`config.mk`:
```
export PLATFORM = sky130hd
export DESIGN_NAME = lsu_wb
export DESIGN_NICKNAME = d
export VERILOG_FILES = /design/src/rtl/lsu_wb.sv
export SDC_FILE = /design/constraint.sdc
export NUM_CORES = 1
export LEC_CHECK = 0
export ABC_AREA = 1
export CAP_MARGIN = 15
export CORE_AREA = 8 8 117 119
export CTS_CLUSTER_DIAMETER = 30
export DETAILED_ROUTE_END_ITERATION = 10
export DIE_AREA = 0 0 125 127
export GPL_TIMING_DRIVEN = 0
export PLACE_DENSITY = 0.93
export SETUP_SLACK_MARGIN = 0.4
export SLEW_MARGIN = 10
export SYNTH_ARGS = -nofsm -noshare
export SYNTH_HDL_FRONTEND = slang
export SYNTH_SLANG_ARGS = --single-unit
```
`constraint.sdc`:
```
create_clock -name clk_i -period 2.75 [get_ports clk_i]
set_input_delay 0.4125 -clock clk_i [delete_from_list [all_inputs] [get_ports clk_i]]
set_output_delay 0.4125 -clock clk_i [all_outputs]
set_load 0.03 [all_outputs]
```
`src/rtl/lsu_wb.sv`:
```
// Load/store unit: turns one byte/halfword/word request into a single
// Wishbone classic transfer and returns extended load data.
// Misaligned or illegal-size requests complete with an error and never
// touch the bus; a bus access that is not acknowledged within
// TIMEOUT_CYCLES strobe cycles is aborted with an error.
module lsu_wb #(
    parameter int unsigned TIMEOUT_CYCLES = 15
) (
    input  logic        clk_i,
    input  logic        rst_i,
    input  logic        req_i,
    input  logic        we_i,
    input  logic [1:0]  size_i,
    input  logic        unsigned_i,
    input  logic [31:0] addr_i,
    input  logic [31:0] wdata_i,
    output logic        busy_o,
    output logic        done_o,
    output logic        err_o,
    output logic [31:0] rdata_o,
    output logic        wb_stb_o,
    output logic        wb_we_o,
    output logic [3:0]  wb_sel_o,
    output logic [29:0] wb_adr_o,
    output logic [31:0] wb_dat_o,
    input  logic [31:0] wb_dat_i,
    input  logic        wb_ack_i
);

    // Four bits cover the default limit; wider limits get a wider counter.
    localparam int unsigned CNT_W = (TIMEOUT_CYCLES > 15) ? $clog2(TIMEOUT_CYCLES + 1) : 4;
    // Value the counter holds during the last permitted strobe cycle.
    localparam logic [CNT_W-1:0] CNT_LAST = CNT_W'(TIMEOUT_CYCLES - 1);

    typedef enum logic [1:0] {
        S_IDLE = 2'd0,
        S_BUS  = 2'd1,
        S_RESP = 2'd2
    } state_t;

    state_t           state_q, state_d;
    logic             we_q, we_d;
    logic [1:0]       size_q, size_d;
    logic             uns_q, uns_d;
    logic [31:0]      addr_q, addr_d;
    logic [31:0]      wdata_q, wdata_d;
    logic [CNT_W-1:0] cnt_q, cnt_d;
    logic             err_q, err_d;
    logic [31:0]      rdata_q, rdata_d;

    logic             req_legal;
    logic [3:0]       sel;
    logic [31:0]      wdat_lanes;
    logic [7:0]       rd_byte;
    logic [15:0]      rd_half;
    logic [31:0]      load_ext;
    logic             in_bus;

    // Legality of the incoming request: known size and natural alignment.
    always_comb begin
        req_legal = 1'b0;
        case (size_i)
            2'b00:   req_legal = 1'b1;
            2'b01:   req_legal = ~addr_i[0];
            2'b10:   req_legal = (addr_i[1:0] == 2'b00);
            default: req_legal = 1'b0;
        endcase
    end

    // Byte selects and lane-replicated store data from the latched request.
    always_comb begin
        sel        = 4'b1111;
        wdat_lanes = wdata_q;
        case (size_q)
            2'b00: begin
                sel        = 4'b0001 << addr_q[1:0];
                wdat_lanes = {4{wdata_q[7:0]}};
            end
            2'b01: begin
                sel        = addr_q[1] ? 4'b1100 : 4'b0011;
                wdat_lanes = {2{wdata_q[15:0]}};
            end
            default: begin
                sel        = 4'b1111;
                wdat_lanes = wdata_q;
            end
        endcase
    end

    // Pick the addressed lane out of the read word and extend it.
    always_comb begin
        rd_byte  = wb_dat_i[{addr_q[1:0], 3'b000} +: 8];
        rd_half  = addr_q[1] ? wb_dat_i[31:16] : wb_dat_i[15:0];
        load_ext = wb_dat_i;
        case (size_q)
            2'b00:   load_ext = {{24{~uns_q & rd_byte[7]}}, rd_byte};
            2'b01:   load_ext = {{16{~uns_q & rd_half[15]}}, rd_half};
            default: load_ext = wb_dat_i;
        endcase
    end

    // Next-state logic: accept in IDLE, wait for ack or timeout in BUS,
    // report for one cycle in RESP.
    always_comb begin
        state_d = state_q;
        we_d    = we_q;
        size_d  = size_q;
        uns_d   = uns_q;
        addr_d  = addr_q;
        wdata_d = wdata_q;
        cnt_d   = cnt_q;
        err_d   = err_q;
        rdata_d = rdata_q;
        case (state_q)
            S_IDLE: begin
                cnt_d = '0;
                if (req_i) begin
                    we_d    = we_i;
                    size_d  = size_i;
                    uns_d   = unsigned_i;
                    addr_d  = addr_i;
                    wdata_d = wdata_i;
                    err_d   = ~req_legal;
                    state_d = req_legal ? S_BUS : S_RESP;
                end
            end
            S_BUS: begin
                // An ack in the final permitted cycle still wins over timeout.
                if (wb_ack_i) begin
                    err_d   = 1'b0;
                    state_d = S_RESP;
                    if (!we_q) begin
                        rdata_d = load_ext;
                    end
                end else if (cnt_q == CNT_LAST) begin
                    err_d   = 1'b1;
                    state_d = S_RESP;
                end else begin
                    cnt_d = cnt_q + CNT_W'(1);
                end
            end
            S_RESP: begin
                cnt_d   = '0;
                state_d = S_IDLE;
            end
            default: begin
                state_d = S_IDLE;
            end
        endcase
    end

    // State and datapath registers; reset drops any transfer in flight.
    always_ff @(posedge clk_i or negedge rst_i) begin
        if (!rst_i) begin
            state_q <= S_IDLE;
            we_q    <= 1'b0;
            size_q  <= 2'b00;
            uns_q   <= 1'b0;
            addr_q  <= '0;
            wdata_q <= '0;
            cnt_q   <= '0;
            err_q   <= 1'b0;
            rdata_q <= '0;
        end else begin
            state_q <= state_d;
            we_q    <= we_d;
            size_q  <= size_d;
            uns_q   <= uns_d;
            addr_q  <= addr_d;
            wdata_q <= wdata_d;
            cnt_q   <= cnt_d;
            err_q   <= err_d;
            rdata_q <= rdata_d;
        end
    end

    // Outputs decoded from state; bus signals are zero outside BUS.
    always_comb begin
        in_bus   = (state_q == S_BUS);
        busy_o   = in_bus;
        wb_stb_o = in_bus;
        wb_we_o  = in_bus & we_q;
        wb_sel_o = in_bus ? sel : 4'b0000;
        wb_adr_o = in_bus ? addr_q[31:2] : 30'd0;
        wb_dat_o = (in_bus && we_q) ? wdat_lanes : 32'd0;
        done_o   = (state_q == S_RESP);
        err_o    = (state_q == S_RESP) & err_q;
        rdata_o  = rdata_q;
    end

endmodule

```
==> qor.yml <==
grt_max_degree: 57
status: "complete, no violations"
grt_pass1_wl_um: 31820
die_area_um2: 15880
grt_overflow: 0
leakagePower_nw: 4.239
async_reset_ff_frac: 1.000
clk_pin_slew_ns: 0.08
die_w_um: 125
ctsLongestPathBuffers: 2
synth_warnings: 0
cp_num_buf_inv: 4
skew_ns: 0.007766
peakVddDrop_v: 0.0005977
drtIter0Drc: 529
utilization: 0.6992
syn_to_final_growth_pct: 44.71
fillCellCount: 958
vias: 6099
crit_arrival_ns: 1.89
synth_nets: 900
cts_tree: "built"
place_ws_ns: 0.1183
numCtsBuffers: 9
powerDensity_nw_per_um2: 1108
ys_seq_area_frac: 0.4692
startpoint_type: "flip-flop"
synth.top_cells.by_count: "nand2_1 (242), dfrtp_1 (107), inv_1 (92)"
htree_levels: 3
cpMaxStageDelayCell: "dfrtp_2"
synth_top_flop_cell: "dfrtp_1"
crit_fanout: 10
cpLargestDelayFamily: "buffers and inverters"
hpwl_um: 14910
hold_viol_final: 0
drv_slew: 0
antenna_found_initial: 0
first_pass_iters: 5
fin_crit_ns: 2.301
synth.most_common_cell: "nand2_1"
synth_area_leaders: "dfrtp_1 (47%), nand2_1 (16%), inv_1 (6.1%), nor2_1 (6.0%), o21ai_0 (5.2%)"
timing.fmax_mhz: 434.6
clk_latency_ns: 0.35
place_congestion: 0.9300
cts_root_buf: "clkbuf_16"
ant_nets: 0
min_path_type: "input pin to asynchronous set/reset pin"
critPathCaptureType: "primary output"
ys_ff_latch: 107
setup_viol: 0
yosysUniqueCellTypes: 27
cp-startpoint: "state_q[1]"
maxCapViolations: 0
initial_utilization: 0.4832
syn_area_per_cell_um2: 7.187
tightest_slew_ns: 0.5208
synth.largest_area_cell: "dfrtp_1"
cp_cell_sequence: "nor2_8 -> inv_4 -> nor2_8 -> inv_2 -> buf_4 -> a21oi_2 -> buf_2"
critPathKind: "flip-flop to primary output"
grtUsageTotal: 0.2480
drt_wl_total_um: 19850
grt_setup_unrepaired: "true"
cp_common_cell: "nor2_8"
finalCritPeriodShare: 0.8367
diodes: 0
post-route-drc-count: 0
synth_cells: 794
cts.sinks: 107
slowest_delay_ns: 0.45
synth_area_um2: 5707
grt_pass1_vias: 6313
io_buffers: 206
coreArea_um2: 11810
io_pins: 207
worst_slack_ns: 0.4490
nNetsFinal: 1124
wl_per_cell_um: 16.97
viasPerCell: 5.213
r2r-start: "state_q[1]"
rows: 40
drive_above_1_share: 0.1369
slew_headroom: 0.6528
die_y_um: 127
yosysTopAreaCellShare: 0.4692
synth-edff-count: 0
cp.required_ns: 2.34
## per-layer routing
layer  vias up  track usage  part of all wire
li1       2906            -                 -
met3        54      0.08403              0.10
met4         0      0.09957             0.030
met2       316       0.4273              0.48
met1      2823       0.2783              0.39
met5         -            0                 0
## power by group
group	internal, mW	leakage (nW)	total [mW]	switching [mW]
sequential	2.32	1.30	2.75	0.430
clock	0.677	0.143	1.29	0.612
combinational	1.80	2.79	5.11	3.31
## layout make-up
cell class,count,area (µm²),area share
clock buffer,11,252.7,0.03061
buffer,44,232.7,0.02818
sequential,107,2680,0.3245
multi-input combinational,539,2490,0.3015
timing repair buffer,212,1977,0.2394
clock inverter,5,42.54,0.005152
tap,147,183.9,0.02227
inverter,105,399.1,0.04833
## through the flow
| step | total power [mW] | setup TNS, ns | cell area (µm²) | instances | hold slack [ns] |
|---|---|---|---|---|---|
| floorplan | 5.856 | 0 | 5707 | 794 | 0.1169 |
| global placement | 7.639 | -303.51 | 7953 | 1147 | 0.4492 |
| detailed placement | 7.786 | 0 | 7981 | 1148 | 0.3978 |
| CTS | 9.083 | 0 | 8262 | 1166 | 0.02510 |
| global route | 9.777 | 0 | 8258 | 1170 | 0.04212 |
| finish | 9.152 | 0 | 8258 | 1170 | 0.008082 |
## flip-flops by register name, indices dropped and copies added (netlist names)
| signal | flops |
|---|---|
| size_q | 2 |
| rdata_o | 32 |
| err_q | 1 |
| uns_q | 1 |
| cnt_q | 4 |
| wdata_q | 32 |
| addr_q | 32 |
| we_q | 1 |
| state_q | 2 |
## kinds of logic (layout without fill, tap and decap cells)
kind of cell / Yosys count / after routing / synth area share
DFF: 107 / 107 / 0.4692
and+or+nand+nor: 404 / 405 / 0.2956
adders and majority gates: 2 / 2 / 0.004384
AOI/OAI and AO/OA: 132 / 132 / 0.1252
buffers and inverters: 149 / 377 / 0.1057
## cell usage in the layout (no fill, tap or decap), drive strengths merged, types with 2 or more instances in the layout
master,n
a21oi,49
buf,53
clkbuf,35
clkdlybuf4s15,10
clkdlybuf4s50,138
clkinv,7
dfrtp,107
dlygate4sd2,31
ha,2
inv,102
nand2,243
nand3,42
nor2,94
nor3,2
o211ai,6
o21ai,69
o221ai,7
or2,23
## worst register-to-register path, delay by kind of cell, from the launching register on
family	cells	cell delay (ns)
buffers and inverters	5	0.58
flip-flops	1	0.45
AND/OR/NAND/NOR	5	0.50
## worst paths after layout
check | end | slack [ns] | cells after the start
max reg2reg | rdata_o[8] | 1.10 | 10
min | addr_q[25] | 0.008 | 1
max | wb_dat_o[22] | 0.45 | 7
min in group clk_i | cnt_q[3] | 0.47 | 1
max in group asynchronous | state_q[1] | 2.10 | 2
min reg2reg | cnt_q[3] | 0.47 | 1
## timing repair
action	CTS	global route
hold buffers	0	0
setup endpoints to repair	67	40
setup buffers	1	4
pin swaps	2	1
resized for setup	185	34
gates cloned	1	0
(Power assumes the default switching activity.)
